### config.mk
export PLATFORM = sky130hd
export DESIGN_NAME = debounce_step_gen
export DESIGN_NICKNAME = d
export VERILOG_FILES = /design/src/rtl/debounce_step_gen.sv
export SDC_FILE = /design/constraint.sdc
export NUM_CORES = 1
export LEC_CHECK = 0
export BUFFER_PORTS_ARGS = -buffer_cell sky130_fd_sc_hd__buf_2
export CORE_AREA = 2 2 69 51
export DETAILED_ROUTE_END_ITERATION = 7
export DIE_AREA = 0 0 71 53
export PLACE_DENSITY_LB_ADDON = 0.12
export SLEW_MARGIN = 25
export SYNTH_ARGS = -nofsm -noshare
export SYNTH_HDL_FRONTEND = slang
export SYNTH_SLANG_ARGS = --single-unit
### constraint.sdc
create_clock -name clock -period 2.05 [get_ports clock]
set_input_delay 0.1025 -clock clock [delete_from_list [all_inputs] [get_ports clock]]
set_output_delay 0.1025 -clock clock [all_outputs]
set_load 0.03 [all_outputs]
### src/rtl/debounce_step_gen.sv
// Pushbutton conditioner: two-flop synchronizer, debounce filter and a
// press / hold / auto-repeat FSM producing single-cycle step strobes.
module debounce_step_gen #(
  parameter int unsigned STABLE_CYCLES = 16,
  parameter int unsigned HOLD_CYCLES   = 64,
  parameter int unsigned REPEAT_CYCLES = 16,
  parameter bit          REPEAT_EN     = 1'b1,
  parameter int unsigned CNT_W         = 8
) (
  input  logic clock,
  input  logic reset,
  input  logic btn_in,
  output logic step_pulse,
  output logic btn_level,
  output logic repeating
);

  typedef enum logic [1:0] {
    ST_IDLE   = 2'd0,
    ST_HOLD   = 2'd1,
    ST_REPEAT = 2'd2
  } state_t;

  localparam logic [CNT_W-1:0] CNT_ZERO    = CNT_W'(0);
  localparam logic [CNT_W-1:0] CNT_ONE     = CNT_W'(1);
  localparam logic [CNT_W-1:0] STABLE_LAST = CNT_W'(STABLE_CYCLES - 1);
  localparam logic [CNT_W-1:0] HOLD_LAST   = CNT_W'(HOLD_CYCLES - 1);
  localparam logic [CNT_W-1:0] REPEAT_LAST = CNT_W'(REPEAT_CYCLES - 1);

  logic             sync_0_r;
  logic             sync_1_r;
  logic             btn_level_r;
  logic [CNT_W-1:0] db_cnt_r;
  logic             accept_rise_s;
  logic             accept_fall_s;

  state_t           state_r;
  state_t           state_nxt_s;
  logic [CNT_W-1:0] rep_cnt_r;
  logic [CNT_W-1:0] rep_cnt_nxt_s;
  logic             pulse_nxt_s;
  logic             step_pulse_r;
  logic             repeating_r;

  // A level change is accepted on the edge that completes STABLE_CYCLES differing samples.
  assign accept_rise_s = (db_cnt_r == STABLE_LAST) && sync_1_r && !btn_level_r;
  assign accept_fall_s = (db_cnt_r == STABLE_LAST) && !sync_1_r && btn_level_r;

  // Synchronizer and debounce filter.
  always_ff @(posedge clock) begin
    if (reset) begin
      sync_0_r    <= 1'b0;
      sync_1_r    <= 1'b0;
      btn_level_r <= 1'b0;
      db_cnt_r    <= CNT_ZERO;
    end else begin
      sync_0_r <= btn_in;
      sync_1_r <= sync_0_r;
      if (sync_1_r == btn_level_r) begin
        db_cnt_r <= CNT_ZERO;
      end else if (db_cnt_r == STABLE_LAST) begin
        db_cnt_r    <= CNT_ZERO;
        btn_level_r <= ~btn_level_r;
      end else begin
        db_cnt_r <= db_cnt_r + CNT_ONE;
      end
    end
  end

  // Press / hold / repeat next-state and strobe decode; release always wins.
  always_comb begin
    state_nxt_s   = state_r;
    rep_cnt_nxt_s = rep_cnt_r;
    pulse_nxt_s   = 1'b0;
    case (state_r)
      ST_IDLE: begin
        rep_cnt_nxt_s = CNT_ZERO;
        if (accept_rise_s) begin
          state_nxt_s = ST_HOLD;
          pulse_nxt_s = 1'b1;
        end else begin
          state_nxt_s = ST_IDLE;
        end
      end
      ST_HOLD: begin
        if (accept_fall_s) begin
          state_nxt_s   = ST_IDLE;
          rep_cnt_nxt_s = CNT_ZERO;
        end else if (rep_cnt_r == HOLD_LAST) begin
          if (REPEAT_EN) begin
            state_nxt_s   = ST_REPEAT;
            rep_cnt_nxt_s = CNT_ZERO;
            pulse_nxt_s   = 1'b1;
          end else begin
            // Single-shot mode parks here until release.
            rep_cnt_nxt_s = rep_cnt_r;
          end
        end else begin
          rep_cnt_nxt_s = rep_cnt_r + CNT_ONE;
        end
      end
      ST_REPEAT: begin
        if (accept_fall_s) begin
          state_nxt_s   = ST_IDLE;
          rep_cnt_nxt_s = CNT_ZERO;
        end else if (rep_cnt_r == REPEAT_LAST) begin
          rep_cnt_nxt_s = CNT_ZERO;
          pulse_nxt_s   = 1'b1;
        end else begin
          rep_cnt_nxt_s = rep_cnt_r + CNT_ONE;
        end
      end
      default: begin
        state_nxt_s   = ST_IDLE;
        rep_cnt_nxt_s = CNT_ZERO;
      end
    endcase
  end

  // FSM state, shared hold/repeat counter and registered outputs.
  always_ff @(posedge clock) begin
    if (reset) begin
      state_r      <= ST_IDLE;
      rep_cnt_r    <= CNT_ZERO;
      step_pulse_r <= 1'b0;
      repeating_r  <= 1'b0;
    end else begin
      state_r      <= state_nxt_s;
      rep_cnt_r    <= rep_cnt_nxt_s;
      step_pulse_r <= pulse_nxt_s;
      repeating_r  <= (state_nxt_s == ST_REPEAT);
    end
  end

  assign step_pulse = step_pulse_r;
  assign btn_level  = btn_level_r;
  assign repeating  = repeating_r;

endmodule

== Word level (Yosys, flattened, before mapping) ==
Cells that the tools add are included.

* Flip-flop bits (word level): 23
* Input port bits: 3
* Output and inout bits: 3
* Logic and storage cells: 44

* Add/subtract/negate cells: 2
* Equal/unequal tests: 7
* Mux-type cells: 16
* Bitwise gates (word level): 2
* Reductions and logical operators: 9

{| class="wikitable"
|+ Operators by type and width
! cell !! number
|-
| $mux 8 || 4
|-
| $add 8x1->8 const B || 2
|-
| $eq 8x4->1 const B || 2
|-
| $pmux 8 s2 || 1
|-
| $eq 8x6->1 const B || 1
|-
| $mux 1 || 6
|-
| $mux 2 || 3
|-
| $pmux 2 s3 || 1
|-
| $eq 2x2->1 const B || 2
|-
| $logic_and 1x1->1 || 4
|-
| $pmux 1 s3 || 1
|-
| $reduce_or 3->1 || 1
|-
| $eq 2x1->1 const B || 1
|-
| $logic_not 1->1 || 2
|-
| $logic_not 2->1 || 1
|-
| $not 1->1 || 2
|-
| $reduce_and 2->1 || 1
|-
| $eq 1x1->1 || 1
|}

== Depth between registers and ports, before layout ==
Gate-level depths: netlist of run 1.

* Depth after elaboration: 6
* Mapped depth: 6
* Gate-level depth less buffers: 6

== Worst setup path before layout of run 1 ==
No wires, ideal clock.

* Path kind: register to register
* Start point: register rep_cnt_r[0]
* End point: register repeating_r (netlist: repeating)
* Setup time: 116 ps
* Data arrival time: 1,362 ps
* Data required time: 1,934 ps
* Path slack: 572 ps
* Stages on the path, launching flop included: 7
* Buffers on the path: 1
* Period minus slack after synthesis: 1,478 ps
* Path through: dfxtp_1 > ha_1 > and3_1 > clkbuf_1 > a31o_2 > and3_1 > and3_1

* Word-level cells in the longest chain between the ends: 5

{| class="wikitable"
|+ RTL lines
! item !! RTL line !! source
|-
| start: declaration || 39 || <nowiki>logic [CNT_W-1:0] rep_cnt_r;</nowiki>
|-
| start signal: assignment || 129 || <nowiki>rep_cnt_r <= rep_cnt_nxt_s;</nowiki>
|-
| $eq 8x6->1 || 89 || <nowiki>end else if (rep_cnt_r == HOLD_LAST) begin</nowiki>
|-
| $mux 2 || 89 ||
|-
| $mux 2 || 86 || <nowiki>if (accept_fall_s) begin</nowiki>
|-
| $pmux 2 s3 || 75 || <nowiki>case (state_r)</nowiki>
|-
| $eq 2x2->1 || 131 || <nowiki>repeating_r <= (state_nxt_s == ST_REPEAT);</nowiki>
|-
| end signal: assignment || 131 ||
|-
| end: declaration || 43 || <nowiki>logic repeating_r;</nowiki>
|}

No other way between the ends.
A chain may end at the register's enable or synchronous reset.

== Worst setup path after layout of run 1 ==
* Start point: register db_cnt_r[0]
* End point: register rep_cnt_r[7]

* Word-level cells in the longest chain between the ends: 5
* Elaborated cells on any way between the ends: 6
* Those cells by class: eq/ne: 1; mux: 3; reduce/logical: 2

{| class="wikitable"
|+ RTL lines
! item !! RTL line !! source
|-
| start: declaration || 33 || <nowiki>logic [CNT_W-1:0] db_cnt_r;</nowiki>
|-
| start signal: assignment || 65 || <nowiki>db_cnt_r <= db_cnt_r + CNT_ONE;</nowiki>
|-
| $eq 8x4->1 * || 47 || <nowiki>assign accept_fall_s = (db_cnt_r == STABLE_LAST) && !sync_1_r && btn_level_r;</nowiki>
|-
| $logic_and 1x1->1 * (2 in series) || 47 ||
|-
| $mux 8 (on tied branches) || 103, 86 ||
|-
| $pmux 8 s2 * || 75 ||
|}

Every way passes the cells marked *; elsewhere a longest branch is shown, timed or not.

==> reports/summary.txt, run 1 <==
worst slew pin tran: 0.356 ns
Port Buffers: 5
#FFs+latches synth: 23
Max-Cap Viols: 0
worst skew pair latency: 0.25 ns
RSZ-0062 raised after global routing: false
Lkg Pwr: 0.430 nW
Post-CTS Setup Bufs: 0
share of cells above drive strength 1: 0.111
vias per cell: 4.62
CP Max Fanout: 5
Post-CTS Hold Buffers: 0
DIE AREA: 3760 um^2
Hold Path Class: input pin to register
Commonest cells post-synth: 23 x dfxtp_1, 20 x nor2_1, 8 x nand3_1
top cell type's share of synthesized area: 0.444
vias in the first global route: 647
Arr. time, crit path: 1.77 ns
largest net degree at the start of global routing: 13
die width: 71 um
min Tclk post-route: 1.58 ns
Yosys cell types: 29
I/O pin count: 6
first-pass GRT wire length: 2.86 mm
maximum clock path buffer count: 2
DR vias: 716
DP HPWL: 1.31 mm
final hold violations: 0
Core Region: 3080 um^2
Async SR Flop Fraction: 0
syn avg cell area: 9.33 um^2
Worst-path clk slew: 0.07 ns
Power Dens Cells: 643 nW/um^2
clk root buf: clkbuf_8
clock sink count: 23
synth warn: 0
VDD IR max: 0.279 mV
1st-iter DRT viols: 34
Tcrit/Tclk final: 0.768
Seq/Total Area, Yosys: 0.444
Worst EP required: 2.24 ns
Initial Util: 0.336
minimum hold slack: 0.0556 ns
Synth Cell Area: 1040 um^2
setup tns final: 0 ns
final routed DRC violation total: 0
grt ovf: 0
critical setup path kind: register to register
status: finished, final reports clean
Fmax: 635 MHz
drt wl/cell: 10.8 um
CP Capture Type: register
Die H: 53 um
final WL: 1.67 mm
biggest area consumer among synthesized cells: dfxtp_1
area delta synth->final: 9.54%
Core Rows: 17
H-tree levels: 1
startpoint types: register
initial antenna violation count: 0
Post-Syn Instances: 111
CP max-delay cell: a41oi_1
Finish-stage setup viols: 0
top cells by area, synth: dfxtp_1 44%, ha_1 7.2%, nor2_1 7.2%
CTS tree: done
diode count: 0
TritonRoute pass-1 iters: 4
GP Congestion: 0.766
Max Slew Vio Count: 0
post-cts sizing count: 0
EDFF count, synth: 0
Largest stage delay, worst path: 0.35 ns
dpl cells: 151
syn nets: 120
most common cell in the synthesized netlist: dfxtp_1
Non-Filler Instances: 155
Top FF cell, synth: dfxtp_1
crit-path cells: ha_1, and3_4, a41oi_1, nand4_1, nor2_1
Num CTS Buffers: 3
worst rel slew slack: 0.760
Layout Skew: 0.00247 ns
fin nets: 127
Final ANT Viol Nets: 0
GRT Util Overall: 0.101
[kinds of logic (layout without fill, tap and decap cells)]
logic type / after synthesis / count (layout) / share of synthesized area
adders and majority gates: 6 / 6 / 0.0725
and+or+nand+nor: 53 / 53 / 0.279
muxes: 1 / 1 / 0.00966
xor gates and xnor gates: 13 / 13 / 0.110
DFF: 23 / 23 / 0.444
AOI/OAI and AO/OA: 7 / 7 / 0.0483
buffers and inverters: 8 / 14 / 0.0362
[cell type report]
| cell class | instances | area (um^2) |
|---|---|---|
| inverters | 5 | 18.8 |
| fillers | 327 | 1950 |
| clock buffers | 4 | 45.0 |
| repair buffers | 5 | 25.0 |
| well taps | 38 | 47.5 |
| multi-input cells | 80 | 538 |
| flip-flops and latches | 23 | 460 |
[per-layer routing]
metal  up-vias  track usage  share of wire
li1        384            -              -
met1       324        0.134           0.58
met2         6        0.146           0.38
met3         2       0.0476          0.042
met4         0       0.0283         0.0042
met5         -            0              0
[power by group]
| part | switching, mW | total, mW | internal, mW |
|---|---|---|---|
| Combinational | 0.00540 | 0.00938 | 0.00398 |
| Clock | 0.132 | 0.270 | 0.138 |
| Sequential | 0.00152 | 0.450 | 0.449 |
| Total | 0.139 | 0.730 | 0.591 |
[stage by stage]
stage / total power [mW] / util / instance area (um^2) / setup WS (ns)
after CTS: 0.743 / 0.368 / 1130 / 0.456
after detailed placement: 0.470 / 0.353 / 1090 / 0.469
after global routing: 0.765 / 0.368 / 1130 / 0.294
after global placement: 0.470 / 0.353 / 1090 / 0.479
final: 0.730 / 0.368 / 1130 / 0.475
after floorplan: 0.466 / - / 1040 / 0.572
[state kept, by name, indices dropped and copies added (netlist names)]
signal	count
db_cnt_r	8
rep_cnt_r	8
state_r	2
btn_level	1
repeating	1
step_pulse	1
sync_0_r	1
sync_1_r	1
[worst max-delay path: cells and delay by family (launching register included)]
| kind | cells | cell delay (ns) |
|---|---|---|
| DFF | 1 | 0.32 |
| AOI/OAI and AO/OA | 1 | 0.35 |
| adders and majority gates | 1 | 0.23 |
| and+or+nand+nor | 3 | 0.60 |
[worst paths after layout]
path	slack, ns	from	cells after the start	to
setup / recovery	0.47	db_cnt_r[0]$_SDFF_PP0_	5	rep_cnt_r[7]$_SDFF_PP0_
hold reg to reg	0.44	db_cnt_r[0]$_SDFF_PP0_	1	db_cnt_r[0]$_SDFF_PP0_
setup reg to reg	0.47	db_cnt_r[0]$_SDFF_PP0_	5	rep_cnt_r[7]$_SDFF_PP0_
hold / removal	0.06	btn_in	2	sync_0_r$_SDFF_PP0_
[cells in the final DEF (no fill, tap or decap), drive strengths merged]
cell type  instances
o21a               1
xor2               7
a31o               1
or2                1
nor3               2
buf                5
nor2b              3
a21oi              2
nor4               1
and3               8
or3                1
nor2              20
clkbuf             4
nand2              2
nand4              4
a41oi              1
dfxtp             23
xnor2              6
ha                 6
mux2i              1
inv                5
a21boi             1
o211ai             1
nand3              8
and2               2
nor3b              1
No activity file was read; power rests on OpenSTA's default activity.
==> inputs of run 2 (changes only) <==
--- a/config.mk
+++ b/config.mk
@@ -5,10 +5,11 @@
 export SDC_FILE = /design/constraint.sdc
 export NUM_CORES = 1
 export LEC_CHECK = 0
+export ABC_AREA = 1
 export BUFFER_PORTS_ARGS = -buffer_cell sky130_fd_sc_hd__buf_2
-export CORE_AREA = 2 2 69 51
+export CORE_AREA = 2 2 70 52
 export DETAILED_ROUTE_END_ITERATION = 7
-export DIE_AREA = 0 0 71 53
+export DIE_AREA = 0 0 72 54
 export PLACE_DENSITY_LB_ADDON = 0.12
 export SLEW_MARGIN = 25
 export SYNTH_ARGS = -nofsm -noshare
==> constraint.sdc (replaced) <==
create_clock -name clock -period 1.6 [get_ports clock]
set_input_delay 0.08 -clock clock [delete_from_list [all_inputs] [get_ports clock]]
set_output_delay 0.08 -clock clock [all_outputs]
set_load 0.03 [all_outputs]
==> run 2 against run 1 <==
Synthesized area grew 5.8%. Register-to-register slack worse by 0.20 ns. Worst hold slack worse by 0.036 ns. Count of clock-buffer cells in the layout fell by 1. Clock power up 30%. Final cell count rose by 16%. Critical endpoint unchanged. Largest power group unchanged.
==> reports/summary.txt, run 2 <==
status: finished, final reports clean
register share of total power: 0.612 (-0.005)
most frequent cells in the layout: 26 x nor2_1, 23 x dfxtp_1, 17 x inv_1
P_sw: 0.190 mW (+36%)
worst skew pair latency: 0.26 ns (about the same)
share of cells above drive strength 1: 0.200 (+0.0889)
most common cell in the synthesized netlist: nor2_1
FF-to-FF End: rep_cnt_r[7]$_SDFF_PP0_
DP HPWL: 1.43 mm (+9.0%)
CP Capture Type: register
final WL: 1.76 mm (+5.3%)
vias in the first global route: 736 (+14%)
DIE AREA: 3890 um^2 (+3.3%)
critical setup path kind: register to register
post-synthesis simple-gate area fraction: 0.318 (+0.0395)
Num CTS Buffers: 3 (unchanged)
min Tclk post-route: 1.33 ns (-0.249 ns)
commonest non-fill, non-tap cell in the layout: nor2_1
Port Buffers: 5 (unchanged)
Max-Cap Viols: 0 (unchanged)
Worst Min Path Start: btn_in
WHS Path Cells: 3 (+1)
Fmax: 754 MHz (+19%)
Clock Power Share: 0.372 (+0.002)
Tcrit/Tclk final: 0.829 (+0.0603)
syn avg cell area: 8.37 um^2 (-10%)
Post-CTS Setup Bufs: 0 (unchanged)
Finish-stage setup viols: 0 (unchanged)
Arr. time, crit path: 1.48 ns (-0.29 ns)
Lkg Pwr: 0.498 nW (+16%)
internal power: 0.754 mW (+28%)
mux share of post-synthesis cell area: 0 (-0.00966)
post-route setup slack: 0.274 ns (-0.201 ns)
Yosys cell types: 23 (-21%)
Synth Area in XOR/XNOR: 0.0639 (-0.0460)
Tot Pwr: 0.943 mW (+29%)
dpl ws: 0.268 ns (-0.201 ns)
biggest area consumer among synthesized cells: dfxtp_1
Worst EP required: 1.75 ns (-0.49 ns)
Commonest cells post-synth: 26 x nor2_1, 23 x dfxtp_1, 17 x inv_1
RSZ-0062 raised after global routing: false
I/O pin count: 6 (unchanged)
clk root buf: clkbuf_8
Power Dens Cells: 775 nW/um^2 (+20%)
minimum hold slack: 0.0193 ns (-0.0362 ns)
worst slew pin tran: 0.273 ns (-0.0827 ns)
Adder-Cell Fraction of Synth Area: 0.0685 (-0.00397)
drt wl/cell: 9.79 um (-9.3%)
maximum clock path buffer count: 2 (unchanged)
Hold Path Class: input pin to register
Final ANT Viol Nets: 0 (unchanged)
Compound-Gate Fraction of Synth Area: 0.0674 (+0.0190)
VDD IR max: 0.342 mV (+22%)
Non-Filler Instances: 180 (+16%)
top cell type's share of synthesized area: 0.420 (-0.0244)
vias per cell: 4.32 (-6.4%)
worst rel slew slack: 0.817 (+0.0576)
Layout Skew: 0.00427 ns (+0.00180 ns)
Switching Fraction: 0.201 (+0.0104)
synth warn: 0 (unchanged)
Hold EP: sync_0_r$_SDFF_PP0_
Initial Util: 0.331 (-0.00484)
Max Slew Vio Count: 0 (unchanged)
GRT Util Overall: 0.107 (+0.00588)
initial antenna violation count: 0 (unchanged)
DR vias: 778 (+8.7%)
top cells by area, synth: dfxtp_1 42%, nor2_1 8.9%, ha_1 6.8%
grt ovf: 0 (unchanged)
Core Region: 3310 um^2 (+7.3%)
clock sink count: 23 (unchanged)
worst reg2reg setup slack: 0.27 ns (-0.20 ns)
largest net degree at the start of global routing: 14 (+1)
final routed DRC violation total: 0 (unchanged)
FF-to-FF Start: rep_cnt_r[0]$_SDFF_PP0_
startpoint types: register
#FFs+latches synth: 23 (unchanged)
EDFF count, synth: 0 (unchanged)
fin nets: 150 (+18%)
setup tns final: 0 ns (unchanged)
Core Rows: 18 (+1)
largest family of logic cells by synthesized area: simple AND/OR/NAND/NOR gates
Top FF cell, synth: dfxtp_1
die width: 72 um (+1.4%)
post-cts sizing count: 0 (unchanged)
final hold violations: 0 (unchanged)
CTS tree: done
Worst Setup SP: rep_cnt_r[0]$_SDFF_PP0_
Comb pwr share: 0.016 (+0.003)
Post-CTS Hold Buffers: 0 (unchanged)
area delta synth->final: 11.1%
1st-iter DRT viols: 13 (-62%)
H-tree levels: 1 (unchanged)
biggest regs: db_cnt_r x8, rep_cnt_r x8, state_r x2
GP Congestion: 0.710 (-7.3%)
syn nets: 140 (+17%)
diode count: 0 (unchanged)
Post-Syn Instances: 131 (+18%)
Worst-path clk slew: 0.08 ns (about the same)
dpl cells: 176 (+17%)
FF-to-FF path depth: 8 (+3)
Async SR Flop Fraction: 0 (unchanged)
Seq/Total Area, Yosys: 0.420 (-0.0244)
CP Max Fanout: 7 (+2)
first-pass GRT wire length: 3.17 mm (+11%)
Synth Cell Area: 1100 um^2 (+5.8%)
TritonRoute pass-1 iters: 4 (unchanged)
Die H: 54 um (+1.9%)
## run 2: cell count changes after synthesis, sizes merged, moves of 2 or more
cell | before | now
xnor2 | 6 | 1
and3 | 8 | 1
nand2 | 2 | 21
o21ai | 0 | 4
a21oi | 2 | 6
nor2 | 20 | 28
inv | 5 | 18
nor2b | 3 | 0
and2 | 2 | 0
nand3 | 8 | 6
nor3b | 1 | 3
clkbuf | 2 | 0
## run 2: cell type report
class / instances / area, um^2
inverters: 18 / 67.6
well taps: 40 / 50.0
clock inverters: 1 / 5.00
repair buffers: 5 / 25.0
fillers: 348 / 2090
multi-input cells: 90 / 568
clock buffers: 3 / 41.3
flip-flops and latches: 23 / 460
## run 2: cells by family (layout without fill, tap and decap cells)
family                     Yosys count  after routing
and+or+nand+nor                     65             65
DFF                                 23             23
AOI/OAI and AO/OA                   11             11
adders and majority gates            6              6
xor gates and xnor gates             8              8
buffers and inverters               18             27
## run 2: worst max path at each step
stage | endpoint | slack, ns
after CTS | rep_cnt_r[7]$_SDFF_PP0_ | 0.25
final | rep_cnt_r[7]$_SDFF_PP0_ | 0.27
after detailed placement | rep_cnt_r[7]$_SDFF_PP0_ | 0.27
after global routing | rep_cnt_r[7]$_SDFF_PP0_ | 0.13
after global placement | rep_cnt_r[5]$_SDFF_PP0_ | 0.29
after floorplan | rep_cnt_r[5]$_SDFF_PP0_ | 0.35
## run 2: metal layers
metal / GRT usage / part of all wire
met2: 0.150 / 0.37
met4: 0.0283 / 0.011
met1: 0.150 / 0.59
met3: 0.0449 / 0.031
met5: 0 / 0
## run 2: through the flow
stage                     instance area (um^2)  utilization
after floorplan                           1100            -
after global placement                    1170        0.354
after detailed placement                  1170        0.354
after CTS                                 1220        0.368
after global routing                      1220        0.368
final                                     1220        0.368
## run 2: critical path: stages (launching register included)
cell and delay, ns:
dfxtp_1 0.35, ha_1 0.19, nand2_1 0.10, nor2_4 0.14, nand3_2 0.08, nand2_2 0.08, o21ai_1 0.08, nand2_2 0.13
nor2_1 0.07
## run 2: power groups by stage
stage,clock (mW),combinational (mW),sequential (mW)
3_3_place_gp,0,0.0153,0.591
6_report,0.350,0.0156,0.577
2_1_floorplan,0,0.00938,0.590
3_5_place_dp,0,0.0153,0.591
5_1_grt,0.399,0.0171,0.578
4_1_cts,0.380,0.0154,0.577
==> inputs of run 3 (changes only) <==
==> constraint.sdc (replaced) <==
create_clock -name clock -period 1.1 [get_ports clock]
set_input_delay 0.055 -clock clock [delete_from_list [all_inputs] [get_ports clock]]
set_output_delay 0.055 -clock clock [all_outputs]
set_load 0.03 [all_outputs]
==> run 3 against run 2 <==
The run now ends with negative setup slack left. Non-clock buffer count is 22 higher. Global-route usage grew 0.23 points. Critical path depth up 1. Largest power group unchanged. Clock skew decreased by 0.0025 ns. Largest cell class unchanged. Critical path type unchanged.
==> reports/summary.txt, run 3 (synthesis gave the netlist of run 2 again) <==
GRT Util Overall: 0.109 (+0.00229)
FF-to-FF path depth: 9 (+1)
final routed DRC violation total: 0 (unchanged)
CP Capture Type: register
FF-to-FF End: repeating$_SDFF_PP0_
TritonRoute pass-1 iters: 4 (unchanged)
fin nets: 172 (+15%)
DR vias: 877 (+13%)
Final ANT Viol Nets: 0 (unchanged)
Arr. time, crit path: 1.42 ns (-0.06 ns)
startpoint types: register
post-route setup slack: -0.119 ns (-0.394 ns)
critical setup path kind: register to register
final hold violations: 0 (unchanged)
1st-iter DRT viols: 15 (+2)
status: finished with violations
area delta synth->final: 35.7%
largest net degree at the start of global routing: 14 (unchanged)
RSZ-0062 raised after global routing: true
worst slew pin tran: 0.269 ns (-0.00443 ns)
violated checks: negative setup slack
I/O pin count: 6 (unchanged)
DIE AREA: 3890 um^2 (unchanged)
dpl ws: -0.109 ns (-0.377 ns)
most frequent cells in the layout: 21 x buf_4, 17 x nor2_1, 16 x dfxtp_1
filler instances: 324 (-6.9%)
Finish-stage setup viols: 20 (+20)
CTS tree: done
worst reg2reg setup slack: -0.12 ns (-0.39 ns)
FF-to-FF Start: rep_cnt_r[1]$_SDFF_PP0_
Port Buffers: 5 (unchanged)
initial antenna violation count: 0 (unchanged)
share of cells above drive strength 1: 0.488 (+0.288)
biggest regs: db_cnt_r x8, rep_cnt_r x8, state_r x2
Worst-path clk slew: 0.08 ns (about the same)
drt wl/cell: 10.1 um (+3.3%)
CP Max Fanout: 3 (-4)
Hold Path Class: input pin to register
Worst Setup SP: rep_cnt_r[1]$_SDFF_PP0_
fin area: 1490 um^2 (+22%)
worst rel slew slack: 0.820 (+0.00296)
GP Congestion: 0.781 (+9.9%)
worst skew pair latency: 0.26 ns (about the same)
final WL: 2.04 mm (+16%)
diode count: 0 (unchanged)
Lkg Pwr: 0.623 nW (+25%)
grt ovf: 0 (unchanged)
DP HPWL: 1.48 mm (+3.3%)
Max Slew Vio Count: 0 (unchanged)
Worst EP required: 1.31 ns (-0.44 ns)
Power Dens Cells: 944 nW/um^2 (+22%)
commonest non-fill, non-tap cell in the layout: buf_4
Core Region: 3310 um^2 (unchanged)
Core Rows: 18 (unchanged)
Layout Skew: 0.00178 ns (-0.00249 ns)
Initial Util: 0.331 (unchanged)
maximum clock path buffer count: 2 (unchanged)
clk root buf: clkbuf_8
Num CTS Buffers: 3 (unchanged)
Final Core Density: 0.449 (+0.0816)
VDD IR max: 0.540 mV (+58%)
crit path to: repeating$_SDFF_PP0_
clock sink count: 23 (unchanged)
H-tree levels: 1 (unchanged)
vias in the first global route: 774 (+5.2%)
Post-DP Area: 1350 um^2 (+15%)
Max-Cap Viols: 0 (unchanged)
Fmax: 820 MHz (+8.7%)
vias per cell: 4.34 (+0.45%)
first-pass GRT wire length: 3.26 mm (+3.0%)
Die H: 54 um (unchanged)
Tot Pwr: 1.40 mW (+49%)
Tcrit/Tclk final: 1.11 (+0.280)
die width: 72 um (unchanged)
min Tclk post-route: 1.22 ns (-0.106 ns)
==> run 3: changes by cell type in the layout (fill, tap and decap cells not counted), sizes merged <==
cell,before,now
dlygate4sd3,0,1
buf,5,26
==> run 3: repair_timing <==
action	4_1_cts	5_1_grt
buffers inserted	1	2
hold endpoints to repair	1	0
endpoints found under the setup margin	21	21
hold buffers	1	0
pin swaps	12	6
gates resized for setup	5	16
==> run 3: worst min-delay path by stage <==
stage	end	startpoint	cells past startpoint
after floorplan	btn_level$_SDFFE_PP0P_	reset	1
after global placement	sync_0_r$_SDFF_PP0_	btn_in	3
after detailed placement	sync_0_r$_SDFF_PP0_	btn_in	3
after CTS	sync_1_r$_SDFF_PP0_	reset	2
after global routing	sync_1_r$_SDFF_PP0_	reset	2
final	sync_1_r$_SDFF_PP0_	reset	2
==> run 3: layout make-up <==
type	count	area, um^2	area share
Clock inverter	1	5.00	0.00336
Tap cell	40	50.0	0.0336
Sequential cell	23	469	0.315
Inverter	18	67.6	0.0454
Multi-Input combinational cell	90	662	0.445
Clock buffer	3	41.3	0.0278
Timing Repair Buffer	27	193	0.130
==> run 3: power breakdown <==
| part | total, mW | leakage, nW | switching (mW) | internal, mW |
|---|---|---|---|---|
| clock | 0.530 | 0.0255 | 0.277 | 0.253 |
| sequential | 0.839 | 0.189 | 0.00325 | 0.836 |
| combinational | 0.0354 | 0.409 | 0.0194 | 0.0160 |
==> run 3: stage by stage <==
stage                     hold slack, ns  setup TNS (ns)  cells
after floorplan                    0.121               0    131
after global placement             0.268           -1.07    194
after detailed placement           0.269           -1.43    194
after CTS                        0.00385           -1.96    200
after global routing              0.0162           -3.61    202
final                             0.0117           -1.60    202
==> run 3: critical path, cell delays in order (launching register included) <==
cell,delay (ns)
dfxtp_2,0.36
ha_4,0.16
nand2_4,0.05
nor2_4,0.11
nand3_2,0.07
nand2_2,0.09
nand2_2,0.07
nand2_2,0.08
nand2_1,0.07
a21oi_2,0.11
==> run 3: routing by layer <==
layer / vias to the layer above / track usage / wire length [um]
li1: 476 / - / -
met2: 6 / 0.179 / 932
met5: - / 0 / 0
met1: 393 / 0.139 / 1030
met4: 0 / 0.0283 / 12
met3: 2 / 0.0393 / 66
